`src/rtl/alu_sequencer.sv`:
```
// alu_sequencer
// Steps the 8-bit ALU through one register-level arithmetic/logic instruction.
// The source operand is first moved over WBUS into TMP (skipped for unary ops).
// The ALU result is then moved over WBUS into the destination register.
// The registered {sign,zero} flags are kept here.
// Every control output is a flop, so WBUS enables never glitch.
// An asynchronous reset clears the enables at once, without waiting for a clock edge.

module alu_sequencer #(
    parameter logic [1:0] FLAG_RST = 2'b00,
    parameter bit         IMM_EN   = 1'b1
) (
    input  logic       CLK,
    input  logic       CLR_bar,
    input  logic       start,
    input  logic [3:0] op,
    input  logic [1:0] src,
    input  logic [1:0] dst,
    input  logic [1:0] alu_flags,
    output logic       ready,
    output logic       done,
    output logic       err,
    output logic [3:0] Sel,
    output logic       Eu,
    output logic       Eb,
    output logic       Ec,
    output logic       Em,
    output logic       Lt,
    output logic       La,
    output logic       Lb,
    output logic       Lc,
    output logic [1:0] flags
);

    typedef enum logic [1:0] {
        S_IDLE = 2'b00,
        S_LOAD = 2'b01,
        S_EXEC = 2'b10,
        S_DONE = 2'b11
    } state_t;

    state_t     r_state;
    logic [1:0] r_dst;
    logic       r_flagUpd;

    logic       w_opKnown;
    logic       w_isUnary;
    logic       w_srcLegal;
    logic       w_illegal;
    logic [2:0] w_srcEnables;
    logic [2:0] w_dstLoads;
    logic [2:0] w_capDstLoads;

    // One-hot {La,Lb,Lc} for a destination code; code 11 updates only the flags.
    function automatic logic [2:0] decodeDst(input logic [1:0] d);
        logic [2:0] loads;
        case (d)
            2'b00:   loads = 3'b100;
            2'b01:   loads = 3'b010;
            2'b10:   loads = 3'b001;
            default: loads = 3'b000;
        endcase
        return loads;
    endfunction

    // One-hot {Eb,Ec,Em} for a source code; the reserved code drives nothing.
    function automatic logic [2:0] decodeSrc(input logic [1:0] s);
        logic [2:0] enables;
        case (s)
            2'b00:   enables = 3'b100;
            2'b01:   enables = 3'b010;
            2'b10:   enables = 3'b001;
            default: enables = 3'b000;
        endcase
        return enables;
    endfunction

    // Classify the requested op code: known or not, and unary (no TMP load) or not.
    always_comb begin
        w_opKnown = 1'b0;
        w_isUnary = 1'b0;
        case (op)
            4'b0000, 4'b0001, 4'b0010, 4'b0011,
            4'b0100, 4'b0101, 4'b0110: w_opKnown = 1'b1;
            4'b1101, 4'b1110, 4'b1111: begin
                w_opKnown = 1'b1;
                w_isUnary = 1'b1;
            end
            default: w_opKnown = 1'b0;
        endcase
    end

    // The immediate path is legal only when the Em path is built in.
    always_comb begin
        w_srcLegal = 1'b0;
        case (src)
            2'b00, 2'b01: w_srcLegal = 1'b1;
            2'b10:        w_srcLegal = IMM_EN;
            default:      w_srcLegal = 1'b0;
        endcase
    end

    assign w_illegal     = !w_opKnown || (!w_isUnary && !w_srcLegal);
    assign w_srcEnables  = decodeSrc(src);
    assign w_dstLoads    = decodeDst(dst);
    assign w_capDstLoads = decodeDst(r_dst);

    // Sequencer FSM: each output is registered with the value it must carry in the next state.
    always_ff @(posedge CLK or negedge CLR_bar) begin
        if (!CLR_bar) begin
            r_state   <= S_IDLE;
            r_dst     <= 2'b11;
            r_flagUpd <= 1'b0;
            ready     <= 1'b1;
            done      <= 1'b0;
            err       <= 1'b0;
            Sel       <= 4'b0000;
            flags     <= FLAG_RST;
            Eu        <= 1'b0;
            Eb        <= 1'b0;
            Ec        <= 1'b0;
            Em        <= 1'b0;
            Lt        <= 1'b0;
            La        <= 1'b0;
            Lb        <= 1'b0;
            Lc        <= 1'b0;
        end else begin
            ready <= 1'b0;
            done  <= 1'b0;
            Eu    <= 1'b0;
            Eb    <= 1'b0;
            Ec    <= 1'b0;
            Em    <= 1'b0;
            Lt    <= 1'b0;
            La    <= 1'b0;
            Lb    <= 1'b0;
            Lc    <= 1'b0;
            case (r_state)
                S_IDLE: begin
                    if (start) begin
                        Sel       <= op;
                        r_dst     <= dst;
                        r_flagUpd <= ~op[3];
                        if (w_illegal) begin
                            err     <= 1'b1;
                            done    <= 1'b1;
                            r_state <= S_DONE;
                        end else if (w_isUnary) begin
                            err          <= 1'b0;
                            Eu           <= 1'b1;
                            {La, Lb, Lc} <= w_dstLoads;
                            r_state      <= S_EXEC;
                        end else begin
                            err          <= 1'b0;
                            {Eb, Ec, Em} <= w_srcEnables;
                            Lt           <= 1'b1;
                            r_state      <= S_LOAD;
                        end
                    end else begin
                        ready <= 1'b1;
                    end
                end
                S_LOAD: begin
                    Eu           <= 1'b1;
                    {La, Lb, Lc} <= w_capDstLoads;
                    r_state      <= S_EXEC;
                end
                S_EXEC: begin
                    if (r_flagUpd) begin
                        flags <= alu_flags;
                    end
                    done    <= 1'b1;
                    r_state <= S_DONE;
                end
                S_DONE: begin
                    ready   <= 1'b1;
                    r_state <= S_IDLE;
                end
                default: begin
                    ready   <= 1'b1;
                    r_state <= S_IDLE;
                end
            endcase
        end
    end

endmodule

```
`config.mk`:
```
export PLATFORM = sky130hd
export DESIGN_NAME = alu_sequencer
export DESIGN_NICKNAME = d
export VERILOG_FILES = /design/src/rtl/alu_sequencer.sv
export SDC_FILE = /design/constraint.sdc
export NUM_CORES = 1
export LEC_CHECK = 0
export CAP_MARGIN = 30
export CORE_MARGIN = 2
export CORE_UTILIZATION = 40
export DETAILED_ROUTE_END_ITERATION = 8
export PLACE_DENSITY_LB_ADDON = 0.08
export SYNTH_ARGS = -nofsm -noshare
export SYNTH_HDL_FRONTEND = slang
export SYNTH_SLANG_ARGS = --single-unit
```
`constraint.sdc`:
```
create_clock -name CLK -period 3.05 [get_ports CLK]
set_clock_uncertainty 0.2 [all_clocks]
set_input_delay 0.4575 -clock CLK [delete_from_list [all_inputs] [get_ports CLK]]
set_output_delay 0.4575 -clock CLK [all_outputs]
set_load 0.03 [all_outputs]
```
==> flow_summary.ini <==
[worst_setup_path]
critPathBufInv = 1
arrival_ns = 1.48
worstPathRequired_ns = 2.39
crit_chain = clkdlybuf4s50_1
r2r-end = Sel[3]
critPathMaxFanout = 1
start_kind = register
reg2reg_depth = 4
cp_slowest_cell = clkdlybuf4s50_1
critical_path.top_delay_family = buffers and inverters
setup.worst_path.start = ready
end_kind = primary output
r2r_start = r_state[0]
cp_slowest_stage_delay_ns = 0.65
crit_type = register to primary output
ff2ff_setup_slack_ns = 1.40

[drt]
avgViaCountPerCell = 4.74
remaining_drc_errors = 0
wire_per_inst_um = 12.4
first_pass_iters = 4
drt_iter0_markers = 5
via_count = 640
drt-total-wl_mm = 1.67
ant_nets = 0

[logic_synthesis]
synth_seq_cells = 22
ys_async_sr_fraction_pct = 100
synth_cell_type_count = 25
synth-edff-count = 0
synthCells = 74
syn_nets = 91
syn_area_um2 = 957
avgSynthCellArea_um2 = 12.9
synth.largest_area_cell = dfrtp_1
ys_warn_count = 0
ys_top_cells_by_area = dfrtp_1 50%, dfstp_2 8.2%, mux2_2 5.9%
seq_area_frac_synth_pct = 57.9
synth_top_area_share_pct = 49.7
ys.flop_type = dfrtp_1

[power_and_ir_drop]
cellLeakagePower_uw = 0.000608
pwr_density_cell_nw_per_um2 = 938
p_seq_share_pct = 38.2
p_sw_share_pct = 37.1
clock_power_share_pct = 12.6
p_sw_uw = 458
power.internal_uw = 775
comb_power_share_pct = 49.2
vdd_drop_max_uv = 627
p_total_uw = 1230

[sta]
worst_pin_slew_ns = 0.314
holdWs_ns = 0.298
rsz0062_at_grt = no
relSlewSlack_pct = 79.0
fin_crit_sh_pct = 70.1
fin_tns_setup_ns = 0
max_freq_mhz = 468
setup_violations = 0
slew_viol_final = 0
layout_min_cycle_time_ns = 2.14
final_hold_viol_count = 0

[floorplan]
die_area_um2 = 2800
core.rowCount = 17
core_area_um2 = 2230
die_x_um = 52.9
start_util_pct = 42.9
pin_count = 30
die_h_um = 52.9

[clocking]
cts-resized-gates = 0
cts_made_buffers = 3
cts_buffer_depth = 2
cts_tree = built
post_cts_buffers = 0
clk_pin_slew_ns = 0.12
h-tree-depth = 1
cts-hold-fix-buffers = 0
insertion_delay_ns = 0.29
clock_sinks = 22
clockRootBuffer = clkbuf_4

[cells_and_area]
finish.utilization_pct = 58.9
n_antenna_cell = 0
mostFrequentLayoutCells = 29 x clkdlybuf4s50_1, 19 x dfrtp_1, 6 x inv_1, 6 x nand2_1, 5 x mux2_2
layout_commonest_cell = clkdlybuf4s50_1
syn_to_final_growth_pct = 37.4
drive_gt1_share_pct = 19.6
fin_nets = 125

[job]
maxCapViolations = 0

[grt]
use_met3_pct = 3.39
grt_util_met2_pct = 23.8
grt_start_max_net_pins = 23
gr-total-overflow = 0
track_usage_pct = 14.5
grt_antenna_before_repair = 0
grt_pass1_vias = 639
grt_pass1_wl_mm = 2.88
top_usage_layer = met2
met1_usage_pct = 18.8

[status]
run_status = finished, final reports clean

[placement]
portBuffers = 29
place_congestion = 0.738
hpwl_mm = 1.24

[worst_hold_path]
hp-class = input port to async pin
## metal layers
layer | wire [um] | up-vias
li1 | - | 320
met1 | 800 | 298
met2 | 750 | 20
met3 | 107 | 2
met4 | 13 | 0
met5 | 0 | -
## per-stage QoR
stage	std cells	worst slack (ns)	cell area (um2)
after floorplan	74	1.53	957
final	135	0.913	1320
after detailed placement	131	1.15	1280
after CTS	135	0.895	1320
after global placement	131	1.16	1280
after global routing	135	0.872	1320
## cells by family after synthesis
family	count (synthesis)	synth area share [%]
DFF	22	57.9
AOI/OAI and AO/OA	11	8.63
buffers and inverters	7	3.53
muxes	7	9.02
and+or+nand+nor	23	15.7
adders and majority gates	4	5.23
## worst max path at each step
stage / endpoint / slack, ns / cells after the start
after detailed placement: Sel[3] / 1.15 / 3
after CTS: ready / 0.90 / 1
after floorplan: Sel[0] / 1.53 / 5
after global placement: r_state[1] / 1.16 / 4
final: ready / 0.91 / 1
after global routing: ready / 0.87 / 1
## final cells by class
type,count,area (um2)
timing repair buffer,30,298
inverter,6,22.5
fill,201,918
multi-input combinational,45,369
sequential,22,554
clock buffer,4,36.3
tap,28,35.0
## sequential cells by signal (all words and copies together) (netlist names), 2 cells and up
register  flops
Sel           4
flags         2
r_dst         2
r_state       2
## power by group through the flow
| stage | clock network, uW | logic, uW | registers (uW) |
|---|---|---|---|
| final | 156 | 607 | 471 |
| after global routing | 176 | 656 | 487 |
| after CTS | 165 | 614 | 472 |
| after detailed placement | 0 | 610 | 478 |
| after global placement | 0 | 609 | 475 |
| after floorplan | 0 | 241 | 629 |
## cells in the mapped netlist (2+ instances only)
master     n
mux2_4     2
dfrtp_1   19
nor2_1     4
dfstp_2    3
nand2b_1   2
inv_1      6
ha_1       4
nor2b_1    2
o32ai_1    3
mux2_2     5
nand2_1    6
nor3b_2    2
o21ai_0    3
nand2_2    2
Power figures use the tool's default switching activity.
==> edit 1 (config.mk and constraints unchanged) <==
`IMM_EN`: 1'b1 -> 1'b0.
--- a/src/rtl/alu_sequencer.sv
+++ b/src/rtl/alu_sequencer.sv
@@ -9,5 +9,5 @@
 module alu_sequencer #(
     parameter logic [1:0] FLAG_RST = 2'b00,
-    parameter bit         IMM_EN   = 1'b1
+    parameter bit         IMM_EN   = 1'b0
 ) (
     input  logic       CLK,
Behaviour: not the same (a bounded check fails within 4 cycles, from zero or initial values).
==> edit 1 against the unedited design <==
- sequential cell count unchanged
- sequential power about the same
- die area decreased by 1.3%
- routed wire length decreased by 1.8%
- synthesized area decreased by 1.4%
- worst setup slack got worse by 11 ps
- total power decreased by 3.7%
- cell area decreased by 1.8%
==> edit 1: results (changes against the unedited design) <==
** Status
- Result of the run :: completed (unchanged)

** Global route
- The global-route usage over all layers was 0.141 (was 0.145).
- The met3 demand-to-capacity share in global routing is 0.0286 (was 0.0339).
- The met2 usage in global routing came to 0.219 (was 0.238).
- Via count of the first global-routing pass :: 623 (was 639)
- The initial antenna violation count is 0 (unchanged).
- Met1 track demand over resource :: 0.183 (was 0.188)
- The largest net degree at the start of global routing came to 23 (unchanged).
- First-pass GRT wire length :: 2790 um (was 2880 um)

** Yosys
- The number of library cell types mapped by synthesis was 29 (was 25).
- Total number of yosys warnings :: 0 (unchanged)
- The share of synthesized flip-flops with an asynchronous set or reset is 1.00 (unchanged).
- Leading cell types by total area after synthesis: dfrtp_1 50%, mux2_2 9.5%, dfstp_2 8.4% (was dfrtp_1 50%, dfstp_2 8.2%, mux2_2 5.9%).
- The top flip-flop cell by instance count after synthesis was dfrtp_1 (unchanged).
- The share of synthesized area occupied by flip-flops and latches was 0.588 (was 0.579).
- The synthesized netlist net count is 88 (was 91).
- Ranking of synthesized cells by instance count :: 19 x dfrtp_1, 8 x mux2_2, 7 x inv_1, 4 x ha_1 (was 19 x dfrtp_1, 6 x inv_1, 6 x nand2_1, 5 x mux2_2)

** Worst setup path
- The slowest library cell on the worst path is clkdlybuf4s50_1 (unchanged).
- STA puts the critical path data arrival time at 1490 ps.
- The kind of cell adding the most delay to the critical path is buffers and inverters (unchanged).
- Largest stage delay on the critical path :: 660 ps
- The maximum fanout along the worst path is 1 (unchanged).

** Detailed routing
- The final wirelength is 1640 um (was 1670 um).
- The violation count after the first detailed-route iteration was 2 (was 5).
- Total number of vias :: 673 (was 640)
- First-pass iteration count of the detailed router :: 2 (was 4)

** Power
- The overall power after layout came to 1.19 mW (was 1.23 mW).
- The leakage dissipation came to 0.561 nW (was 0.608 nW).
- The internal power contribution came to 0.738 mW (was 0.775 mW).
- The combinational fraction of design power is 0.494 (was 0.492).
- Power of the sequential group :: 0.471 mW (about the same)
- Highest ir drop seen on vdd :: 0.547 mV (was 0.627 mV)

** Clock network
- Resized cells post-CTS :: 0 (unchanged)
- The cell at the root of the clock tree is clkbuf_4 (unchanged).
- The buffer depth of the longest clock path is 2 (unchanged).
- The clock reaches the later pin of the worst-skew pair after 300 ps.
- The H-tree depth came to 1 (unchanged).
- The total clock buffers created by CTS came to 3 (unchanged).
- Clock transition at the register clock pins on the worst setup and hold paths after CTS :: 120 ps (about the same)
- The number of buffers added for setup after CTS was 0 (unchanged).

** Cells and area
- NumNets Final :: 122 (was 125)
- The number of diodes added for antenna fixing is 0 (unchanged).
- Fraction of layout cells with a size suffix above 1 :: 0.173 (was 0.196)
- Largest reg by FF count :: Sel (unchanged)
- The flip-flop count of the largest register after layout was 4 (unchanged).

** Place
- Global placer's final weighted congestion :: 0.755 (was 0.738)
- Hpwl dp :: 1220 um (was 1240 um)
- Port Buf Inserts :: 29 (unchanged)

** Worst hold path
- Worst Hold Class :: primary input to asynchronous set/reset pin (unchanged)
## edit 1: worst paths after layout
check	startpoint	endpoint	slack [ps]	cells past startpoint
min in group CLK	Sel[1]	Sel[1]	310	1
hold reg to reg	Sel[1]	Sel[1]	310	1
setup / recovery	ready	ready	900	1
hold / removal	CLR_bar	Eb	290	2
max in group asynchronous	CLR_bar	r_dst[1]	2080	2
setup reg to reg	r_state[0]	Sel[3]	1290	4
## edit 1: cell type report
cell class | instances | area, um2
Multi-Input combinational cell | 41 | 352
Timing Repair Buffer | 30 | 298
Clock buffer | 4 | 26.3
Sequential cell | 22 | 554
Inverter | 7 | 26.3
Fill cell | 205 | 921
Tap cell | 28 | 35.0
## edit 1: metal layers
metal | up-vias | routed length (um)
met5 | - | 0
met4 | 0 | 17
met3 | 2 | 115
met2 | 23 | 770
met1 | 321 | 738
li1 | 327 | -
## edit 1: stage by stage
stage / instances / setup slack [ps] / area, um2 / util
6_report: 132 / 903 / 1290 / 0.584
5_1_grt: 132 / 847 / 1290 / 0.584
4_1_cts: 132 / 882 / 1290 / 0.584
3_5_place_dp: 128 / 1060 / 1260 / 0.572
3_3_place_gp: 128 / 1090 / 1260 / 0.572
2_1_floorplan: 71 / 1550 / 943 / -
## edit 1: logic make-up after synthesis
| kind of cell | count (synthesis) | share of synthesized area |
|---|---|---|
| other | 1 | 0.00397 |
| flip-flops | 22 | 0.588 |
| adder cells (fa/ha/maj) | 4 | 0.0531 |
| AND/OR/NAND/NOR | 11 | 0.0703 |
| AO/OA/AOI/OAI | 16 | 0.139 |
| buffers and inverters | 8 | 0.0398 |
| multiplexers | 9 | 0.106 |
==> edit 2 (config.mk and constraints unchanged) <==
Without the edit above. Put one more register stage on the output `flags`, with the module's reset. The value now appears one clock later. The other outputs are not delayed to match. Comments in the files are not updated.
--- a/src/rtl/alu_sequencer.sv
+++ b/src/rtl/alu_sequencer.sv
@@ -39,4 +39,6 @@
         S_DONE = 2'b11
     } state_t;
+
+    logic [1:0] flags_s0;
 
     state_t     r_state;
@@ -116,5 +118,5 @@
             err       <= 1'b0;
             Sel       <= 4'b0000;
-            flags     <= FLAG_RST;
+            flags_s0  <= FLAG_RST;
             Eu        <= 1'b0;
             Eb        <= 1'b0;
@@ -168,5 +170,5 @@
                 S_EXEC: begin
                     if (r_flagUpd) begin
-                        flags <= alu_flags;
+                        flags_s0 <= alu_flags;
                     end
                     done    <= 1'b1;
@@ -185,4 +187,12 @@
     end
 
+    always_ff @(posedge CLK or negedge CLR_bar) begin
+        if (!CLR_bar) begin
+            flags <= '0;
+        end else begin
+            flags <= flags_s0;
+        end
+    end
+
 endmodule
 
Behaviour: not the same (a bounded check fails within 4 cycles, from zero or initial values).
==> edit 2 against the unedited design <==
- sequential cell count increased by 2
- routed wire length decreased by 4.6%
- via count increased by 2.2%
- synthesized area increased by 1.4%
- total power decreased by 0.77%
- worst setup slack got worse by 16 ps
- cell area increased by 1.5%
==> edit 2: results (changes against the unedited design) <==
** Clock network
- Library cell used as clock root buffer :: clkbuf_4 (unchanged)
- The register clock-pin slew on the reported worst setup and hold paths came to 120 ps (about the same).
- The number of buffers added for setup after CTS came to 0 (unchanged).
- The total clock buffers created by CTS is 3 (unchanged).
- At the later pin of the worst-skew pair, clock insertion delay measures 300 ps.
- The buffer depth of the longest clock path was 2 (unchanged).
- The count of instances resized after the clock tree is built was 0 (unchanged).
- H-Tree Level Count :: 1 (unchanged)

** Power
- Highest ir drop seen on vdd :: 0.528 mV (was 0.627 mV)
- Static leakage power :: 0.605 nW (was 0.608 nW)

** Place
- Cell area after placement :: 0.00130 mm2 (was 0.00128 mm2)
- Port Buf Inserts :: 29 (unchanged)
- Global placer's final weighted congestion :: 0.766 (was 0.738)
- The detailed-placement wirelength estimate was 1230 um (was 1240 um).
- The pre-CTS worst setup slack is 1050 ps (was 1150 ps).

** Global route
- Overall track demand over capacity in global routing :: 0.139 (was 0.145)
- Pin count of the biggest net entering global routing :: 25 (was 23)
- The number of global-route vias before repair came to 601 (was 639).
- The first-pass GRT wire length is 2730 um (was 2880 um).
- Number of antenna violations at the first check in global routing :: 0 (unchanged)

** Cells and area
- The share of post-route cells with drive strength above 1 is 0.157 (was 0.196).
- Number of filler instances in the final layout :: 204 (was 201)
- The total number of nets in the final design is 126 (was 125).
- The number of diodes added for antenna fixing came to 0 (unchanged).
- Largest reg by FF count :: Sel (unchanged)
- The flip-flop count of the largest register after layout came to 4 (unchanged).

** Yosys
- Ranking of synthesized cells by instance count :: 21 x dfrtp_1, 8 x inv_1, 8 x nand2_1, 6 x mux2_2, 4 x ha_1 (was 19 x dfrtp_1, 6 x inv_1, 6 x nand2_1, 5 x mux2_2)
- The synthesized netlist net count was 92 (was 91).
- The share of synthesized flip-flops with an asynchronous set or reset was 1.00 (unchanged).
- The top flip-flop cell by instance count after synthesis is dfrtp_1 (unchanged).
- The number of library cell types mapped by synthesis came to 25 (unchanged).
- Leading cell types by total area after synthesis :: dfrtp_1 54%, dfstp_2 8.1%, mux2_2 7.0% (was dfrtp_1 50%, dfstp_2 8.2%, mux2_2 5.9%)
- The number of synthesis warnings was 0 (unchanged).
- Sequential share of the synthesized area :: 0.622 (was 0.579)

** Worst setup path
- Largest delay share family, worst path :: buffers and inverters (unchanged)
- The largest single stage delay on the critical path is 660 ps.
- The maximum fanout along the worst path was 1 (unchanged).
- The slowest library cell on the worst path is clkdlybuf4s50_1 (unchanged).
- CP Data Arrival Time :: 1500 ps (was 1480 ps)

** Detailed routing
- Avg Vias per Cell :: 4.81 (was 4.74)
- The per-cell routed wire length came to 11.7 um (was 12.4 um).
- Initial DRC count :: 7 (was 5)
- The number of iterations in the first detailed-routing pass was 4 (unchanged).

** Worst hold path
- The type of the tightest min-delay check is flip-flop to flip-flop (was primary input to asynchronous set/reset pin).

** STA
- Total Neg Setup Slack :: 0 ps (unchanged)
- Slew @ Worst Pin :: 321 ps (was 314 ps)

** Status
- Result of the run :: completed (unchanged)
## edit 2: layout make-up
type	count	share of cell area
tap	28	0.0262
multi-input combinational	42	0.248
clock buffer	4	0.0272
inverter	8	0.0225
timing repair buffer	30	0.223
sequential	24	0.453
## edit 2: kinds of logic after synthesis
logic type | after synthesis | synth area share
simple gates | 20 | 0.125
mux | 6 | 0.0696
fa+ha+maj | 4 | 0.0515
buf+inv | 9 | 0.0361
compound gates | 12 | 0.0954
flops | 24 | 0.622
## edit 2: report_power, final
part / leakage [nW] / switching, mW / internal (mW)
clock network: 0.0210 / 0.0875 / 0.0728
registers: 0.297 / 0.0586 / 0.449
logic: 0.287 / 0.293 / 0.263
## edit 2: metal layers
metal	share of wire	track usage
met3	0.10	0.0508
met1	0.44	0.173
met2	0.43	0.202
met4	0.018	0.0897
met5	0	0
## edit 2: per-stage QoR
stage / util / hold slack, ps / std cells
floorplan: - / -38.1 / 75
global placement: 0.576 / 154 / 132
detailed placement: 0.576 / 158 / 132
CTS: 0.592 / 187 / 136
global route: 0.592 / 205 / 136
finish: 0.592 / 184 / 136
## edit 2: worst paths after layout
path | from | end | slack, ps | cells after the start
setup / recovery | ready | ready | 900 | 1
hold / removal | flags_s0[1] | flags[1] | 180 | 0
setup reg to reg | r_state[1] | La | 1250 | 5
hold reg to reg | flags_s0[1] | flags[1] | 180 | 0
max in group asynchronous | CLR_bar | r_dst[1] | 2080 | 2
min in group asynchronous | CLR_bar | err | 290 | 2
